**src/rtl/axicb_pkg.sv**
```systemverilog
// rtl/axicb_pkg.sv - shared types and helpers for the crossbar channel blocks
package axicb_pkg;

  typedef enum logic {
    IDLE   = 1'b0,
    LOCKED = 1'b1
  } state_t;

  // Widest requester vector the round-robin core supports.
  localparam int OH_MAX = 8;

  // One-hot to binary index; returns 0 for an all-zero vector.
  function automatic logic [2:0] onehot2bin(input logic [OH_MAX-1:0] oh);
    logic [2:0] b;
    b = '0;
    for (int i = 0; i < OH_MAX; i++) begin
      if (oh[i]) b = b | 3'(i);
    end
    return b;
  endfunction

endpackage

```
**src/rtl/axicb_round_robin_core.sv**
```systemverilog
// rtl/axicb_round_robin_core.sv - masked round-robin grant with advance-on-enable
module axicb_round_robin_core #(
  parameter int REQ_NB = 4
) (
  input  logic              aclk,
  input  logic              aresetn,
  input  logic              srst,
  input  logic              en,
  input  logic [REQ_NB-1:0] req,
  output logic [REQ_NB-1:0] grant
);

  logic [REQ_NB-1:0] mask_q;
  logic [REQ_NB-1:0] masked;
  logic [REQ_NB-1:0] mask_nxt;

  assign masked = req & mask_q;

  // Lowest requester above the last winner; wrap to the lowest requester overall.
  always_comb begin
    logic found;
    grant = '0;
    found = 1'b0;
    for (int i = 0; i < REQ_NB; i++) begin
      if (!found && masked[i]) begin
        grant[i] = 1'b1;
        found    = 1'b1;
      end
    end
    for (int i = 0; i < REQ_NB; i++) begin
      if (!found && req[i]) begin
        grant[i] = 1'b1;
        found    = 1'b1;
      end
    end
  end

  // Next mask keeps only the positions strictly above the current grant.
  always_comb begin
    logic seen;
    mask_nxt = '0;
    seen     = 1'b0;
    for (int i = 0; i < REQ_NB; i++) begin
      mask_nxt[i] = seen;
      seen        = seen | grant[i];
    end
  end

  // Mask advances only when the granted transfer completes.
  always_ff @(posedge aclk or negedge aresetn) begin
    if (!aresetn) begin
      mask_q <= '1;
    end else if (srst) begin
      mask_q <= '1;
    end else if (en && (|grant)) begin
      mask_q <= mask_nxt;
    end
  end

endmodule

```
**src/rtl/axicb_burst_lock_mux.sv**
```systemverilog
// rtl/axicb_burst_lock_mux.sv - round-robin stream mux that holds the grant for a whole burst
module axicb_burst_lock_mux #(
  parameter int REQ_NB = 4,
  parameter int DATA_W = 64,
  parameter int ID_W   = (REQ_NB > 1) ? $clog2(REQ_NB) : 1
) (
  input  logic                     aclk,
  input  logic                     aresetn,
  input  logic                     srst,
  input  logic [REQ_NB-1:0]        i_valid,
  output logic [REQ_NB-1:0]        i_ready,
  input  logic [REQ_NB*DATA_W-1:0] i_data,
  input  logic [REQ_NB-1:0]        i_last,
  output logic                     o_valid,
  input  logic                     o_ready,
  output logic [DATA_W-1:0]        o_data,
  output logic                     o_last,
  output logic [ID_W-1:0]          o_id,
  output logic                     busy
);

  import axicb_pkg::*;

  state_t            state;
  logic [REQ_NB-1:0] sel_q;
  logic [ID_W-1:0]   id_q;

  logic [REQ_NB-1:0] rr_req;
  logic [REQ_NB-1:0] grant;
  logic [ID_W-1:0]   grant_id;
  logic [REQ_NB-1:0] sel;
  logic [ID_W-1:0]   sel_id;
  logic              hs_last;

  // While locked the core sees only the owner, so its grant mirrors sel_q
  // and its mask advances past the owner when the burst ends.
  assign rr_req  = (state == LOCKED) ? sel_q : i_valid;
  assign hs_last = o_valid & o_ready & o_last;

  axicb_round_robin_core #(
    .REQ_NB (REQ_NB)
  ) u_rr (
    .aclk    (aclk),
    .aresetn (aresetn),
    .srst    (srst),
    .en      (hs_last),
    .req     (rr_req),
    .grant   (grant)
  );

  assign grant_id = ID_W'(onehot2bin(OH_MAX'(grant)));

  assign sel    = (state == LOCKED) ? sel_q : grant;
  assign sel_id = (state == LOCKED) ? id_q  : grant_id;

  // Zero-latency AND-OR payload mux; all zero when nothing is selected.
  always_comb begin
    o_data = '0;
    o_last = 1'b0;
    for (int k = 0; k < REQ_NB; k++) begin
      if (sel[k]) begin
        o_data = o_data | i_data[k*DATA_W +: DATA_W];
        o_last = o_last | i_last[k];
      end
    end
  end

  assign o_valid = |(sel & i_valid);
  assign i_ready = sel & {REQ_NB{o_ready}};
  assign o_id    = (REQ_NB == 1) ? '0 : sel_id;
  assign busy    = (state == LOCKED);

  // Lock on the first beat that does not close the burst; release on the last beat.
  always_ff @(posedge aclk or negedge aresetn) begin
    if (!aresetn) begin
      state <= IDLE;
      sel_q <= '0;
      id_q  <= '0;
    end else if (srst) begin
      state <= IDLE;
      sel_q <= '0;
      id_q  <= '0;
    end else begin
      case (state)
        IDLE: begin
          if ((|i_valid) && !hs_last) begin
            state <= LOCKED;
            sel_q <= grant;
            id_q  <= grant_id;
          end
        end
        LOCKED: begin
          if (hs_last) begin
            state <= IDLE;
            sel_q <= '0;
          end
        end
        default: begin
          state <= IDLE;
          sel_q <= '0;
        end
      endcase
    end
  end

endmodule

```
**config.mk**
```make
export PLATFORM = sky130hd
export DESIGN_NAME = axicb_burst_lock_mux
export DESIGN_NICKNAME = d
export VERILOG_FILES = /design/src/rtl/axicb_pkg.sv /design/src/rtl/axicb_round_robin_core.sv /design/src/rtl/axicb_burst_lock_mux.sv
export SDC_FILE = /design/constraint.sdc
export NUM_CORES = 1
export LEC_CHECK = 0
export ABC_AREA = 1
export CORE_AREA = 2 2 131 133
export DETAILED_ROUTE_END_ITERATION = 6
export DIE_AREA = 0 0 133 135
export PLACE_DENSITY = 0.54
export SLEW_MARGIN = 20
export SYNTH_ARGS = -nofsm -noshare
export SYNTH_HDL_FRONTEND = slang
export SYNTH_HIERARCHICAL = 1
export SYNTH_SLANG_ARGS = --single-unit
```
**constraint.sdc**
```tcl
create_clock -name aclk -period 5.4 [get_ports aclk]
set_input_delay 1.08 -clock aclk [delete_from_list [all_inputs] [get_ports aclk]]
set_output_delay 1.08 -clock aclk [all_outputs]
set_load 0.02 [all_outputs]
```
==> impl_metrics.csv <==
group,metric,value,unit
outcome,result_of_the_run,"complete, no violations",
grt,gr-usage-all-layers,18.50,%
clocking,insertion_delay,0.24,ns
sta,timing.slew.headroom,65.80,%
setup_path,critPathArrivalTime,3.99,ns
min_path,min_to,"sel_q[3]$_DFFE_PN0P_",
sta,finalSetupViolations,0,
yosys,synth_top_area_share,46.94,%
die,floorplan.core_area,0.01641,mm2
yosys,syn_area_per_cell,4.972,um2
cells_and_area,number_of_filler_instances_in_the_final_layout,1726,
detailed_routing,drt-wirelength-per-cell,17.22,um
yosys,synth-seq-cells,11,
grt,globalRoute.busiestLayer,"met2",
yosys,post_syn_area,0.002431,mm2
grt,groute.layer.met1.usage,25.07,%
sta,final-max-slew-violation-count,0,
die,die_width,133,um
yosys,yosys.cell_types.count,23,
clocking,clkSinkCount,11,
detailed_routing,wl,17840,um
yosys,synthesis.nets,757,
clocking,post_cts_setup_buffers,0,
min_path,hold_path_start,"sel_q[3]$_DFFE_PN0P_",
power,power,1.063,mW
detailed_routing,drt.antenna.violating_nets,0,
setup_path,rr_endpoint,"u_rr/mask_q[1]$_DFFE_PN1P_",
die,die_span_in_y,135,um
clocking,max-clock-path-buffers,2,
sta,worst-slew-pin-transition,0.5114,ns
place,hpwl,14370,um
cells_and_area,layout-drive-gt1-share,6.127,%
min_path,hold_class,"reg2reg",
setup_path,timing.reg2reg.setup_slack,2.20,ns
power,ir_worst_vdd,0.1097,mV
sta,post-route-min-period,5.071,ns
grt,grt_use_met2,31.49,%
setup_path,critical_path_required,4.32,ns
sta,max_freq,0.1972,GHz
die,rows,47,
yosys,synthesis.yosys.warnings,6,
detailed_routing,route.detailed.vias_per_inst,4.239,
sta,grt_setup_unrepaired,"no",
cells_and_area,insertedDiodeCount,0,
yosys,synth_top_cells_by_area,"nand2_1 47%, nand4_1 17%, dfrtp_1 7.2%, buf_2 5.6%, dfstp_2 4.3%",
grt,grt_use_met3,4.054,%
clocking,clock-root-buffer,"clkbuf_16",
grt,number_of_global_route_vias_before_repair,4400,
die,io_pins,341,
setup_path,path_max_fanout,39,
sta,final.setup.tns,0,ns
detailed_routing,drt_iter0_markers,225,
die,die_area,0.01796,mm2
yosys,ys.flop_type,"dfrtp_1",
grt,initial_antenna_violation_count,1,
sta,fin_ws,0.3292,ns
sta,fin_crit_sh,93.90,%
power,cellPowerDensity,170.8,mW/mm2
yosys,synth_edf_count,0,
setup_path,critical_path.endpoint_type,"primary output",
yosys,synth_top_area_cell,"nand2_1",
clocking,cts_buffers,3,
place,placement.io_buffers,340,
setup_path,critPathLaunchType,"input pin",
cells_and_area,regArea,280.3,um2
sta,hold_violations,0,
clocking,cts_hold_buf,0,
die,floorplan.initialDensity,14.82,%
cells_and_area,multi_input_area,0.001927,mm2
detailed_routing,via_count,4392,
setup_path,reg2reg_from,"busy$_DFF_PN0_",
cells_and_area,postLayoutCoreUtil,37.94,%
detailed_routing,drt_drc_violations_left,0,
grt,grt_first_pass_wirelength,26230,um
cells_and_area,area_growth_syn_to_layout,156.0,%
yosys,synthesis.instances,489,
clocking,path_clk_slew,0.04,ns
clocking,cts_repair_resizes,0,
yosys,synth-seq-area-share,11.53,%
grt,grt_max_degree,42,
sta,fin_skew,0.0009980,ns
yosys,ys_async_sr_fraction,100.0,%
setup_path,rr_worst_depth,21,
clocking,cts_htree_levels,1,
place,pre_cts_slack,0.3440,ns
place,finalWeightedCongestion,0.8495,
cells_and_area,number_of_nets_in_the_layout,1085,
detailed_routing,dr.pass1.iters,4,
grt,grt-ovfl-total,0,
run,max_cap_violations,0,
min_path,hold_depth,2,
clocking,tritoncts_clock_tree,"yes",
power,cellLeakagePower,2.460,nW
setup_path,path_class,"in2out",
[kinds of logic (layout without fill, tap and decap cells)]
group / after synthesis / in the layout / synth area share, %
AOI/OAI and AO/OA: 13 / 13 / 2.882
and+or+nand+nor: 415 / 415 / 76.17
buffers and inverters: 50 / 377 / 9.418
DFF: 11 / 11 / 11.53
[critical path, stage by stage]
cell and delay [ns]:
clkdlybuf4s50_1 0.48, inv_1 0.06, o21ai_0 0.39, nand2_2 0.15
nand2_2 0.10, nor2_4 0.05, nand4_2 0.07, nand2_1 0.06
nand2_1 0.08, inv_1 0.06, nand2_2 0.12, nand2_2 0.19
buf_12 0.23, nand2_1 0.09, nand4_1 0.12, clkdlybuf4s50_1 0.60
[registers in the layout (all words and copies together), names as in the netlist]
name	cells
busy	1
id_q	2
u_rr/mask_q	4
sel_q	4
[cell usage after synthesis (2+ instances only)]
master / instances
inv_2: 2
nand4_1: 66
o21ai_0: 5
nand2_1: 304
nand3_1: 15
nand2_2: 16
nand2_4: 2
clkbuf_1: 2
nand3_4: 2
nor2_1: 5
inv_1: 18
dfstp_2: 4
dfrtp_1: 7
buf_2: 27
a21oi_1: 6
[power by group]
part / internal, mW / switching [mW]
Clock: 0.0990 / 0.0352
Combinational: 0.427 / 0.398
Sequential: 0.0946 / 0.00937
[placed cells by master, fill, tap and decap left out, drive strengths merged]
cell           synthesis  routed
a21oi                  6       6
a31oi                  1       1
buf                   28      13
clkbuf                 2       4
clkdlybuf4s50          0     340
dfrtp                  7       7
dfstp                  4       4
inv                   20      20
nand2                322     322
nand3                 18      18
nand4                 67      67
nor2                   7       7
o21ai                  6       6
or2                    1       1
[area by class of cell]
cell class / count / area share, %
timing repair buffer: 353 / 57.65
multi-input combinational: 428 / 30.95
sequential: 11 / 4.503
tap: 220 / 4.422
clock buffer: 4 / 1.266
inverter: 20 / 1.206
[metal layers]
metal	share of wire (%)	wire length [um]
met5	0.073	13
met2	48	8537
met3	7.6	1363
met1	44	7833
met4	0.53	95
[worst max-delay path by stage]
stage,start,to,slack [ns],depth (start not counted)
floorplan,i_valid[0],o_data[13],1.62,15
global placement,i_valid[0],o_data[33],0.35,16
detailed placement,i_valid[0],o_data[33],0.34,16
CTS,i_valid[0],o_data[33],0.32,16
global route,i_valid[0],o_last,0.07,18
finish,i_valid[0],o_data[29],0.33,16
[metrics by stage]
stage | instance area (um2) | cells | hold WS, ns
6_report | 6225 | 1036 | 0.4697
4_1_cts | 6225 | 1036 | 0.4713
5_1_grt | 6225 | 1036 | 0.4910
3_3_place_gp | 6146 | 1032 | 0.4569
2_1_floorplan | 2431 | 489 | 0.4422
3_5_place_dp | 6146 | 1032 | 0.4626
Power figures use the tool's default switching activity.
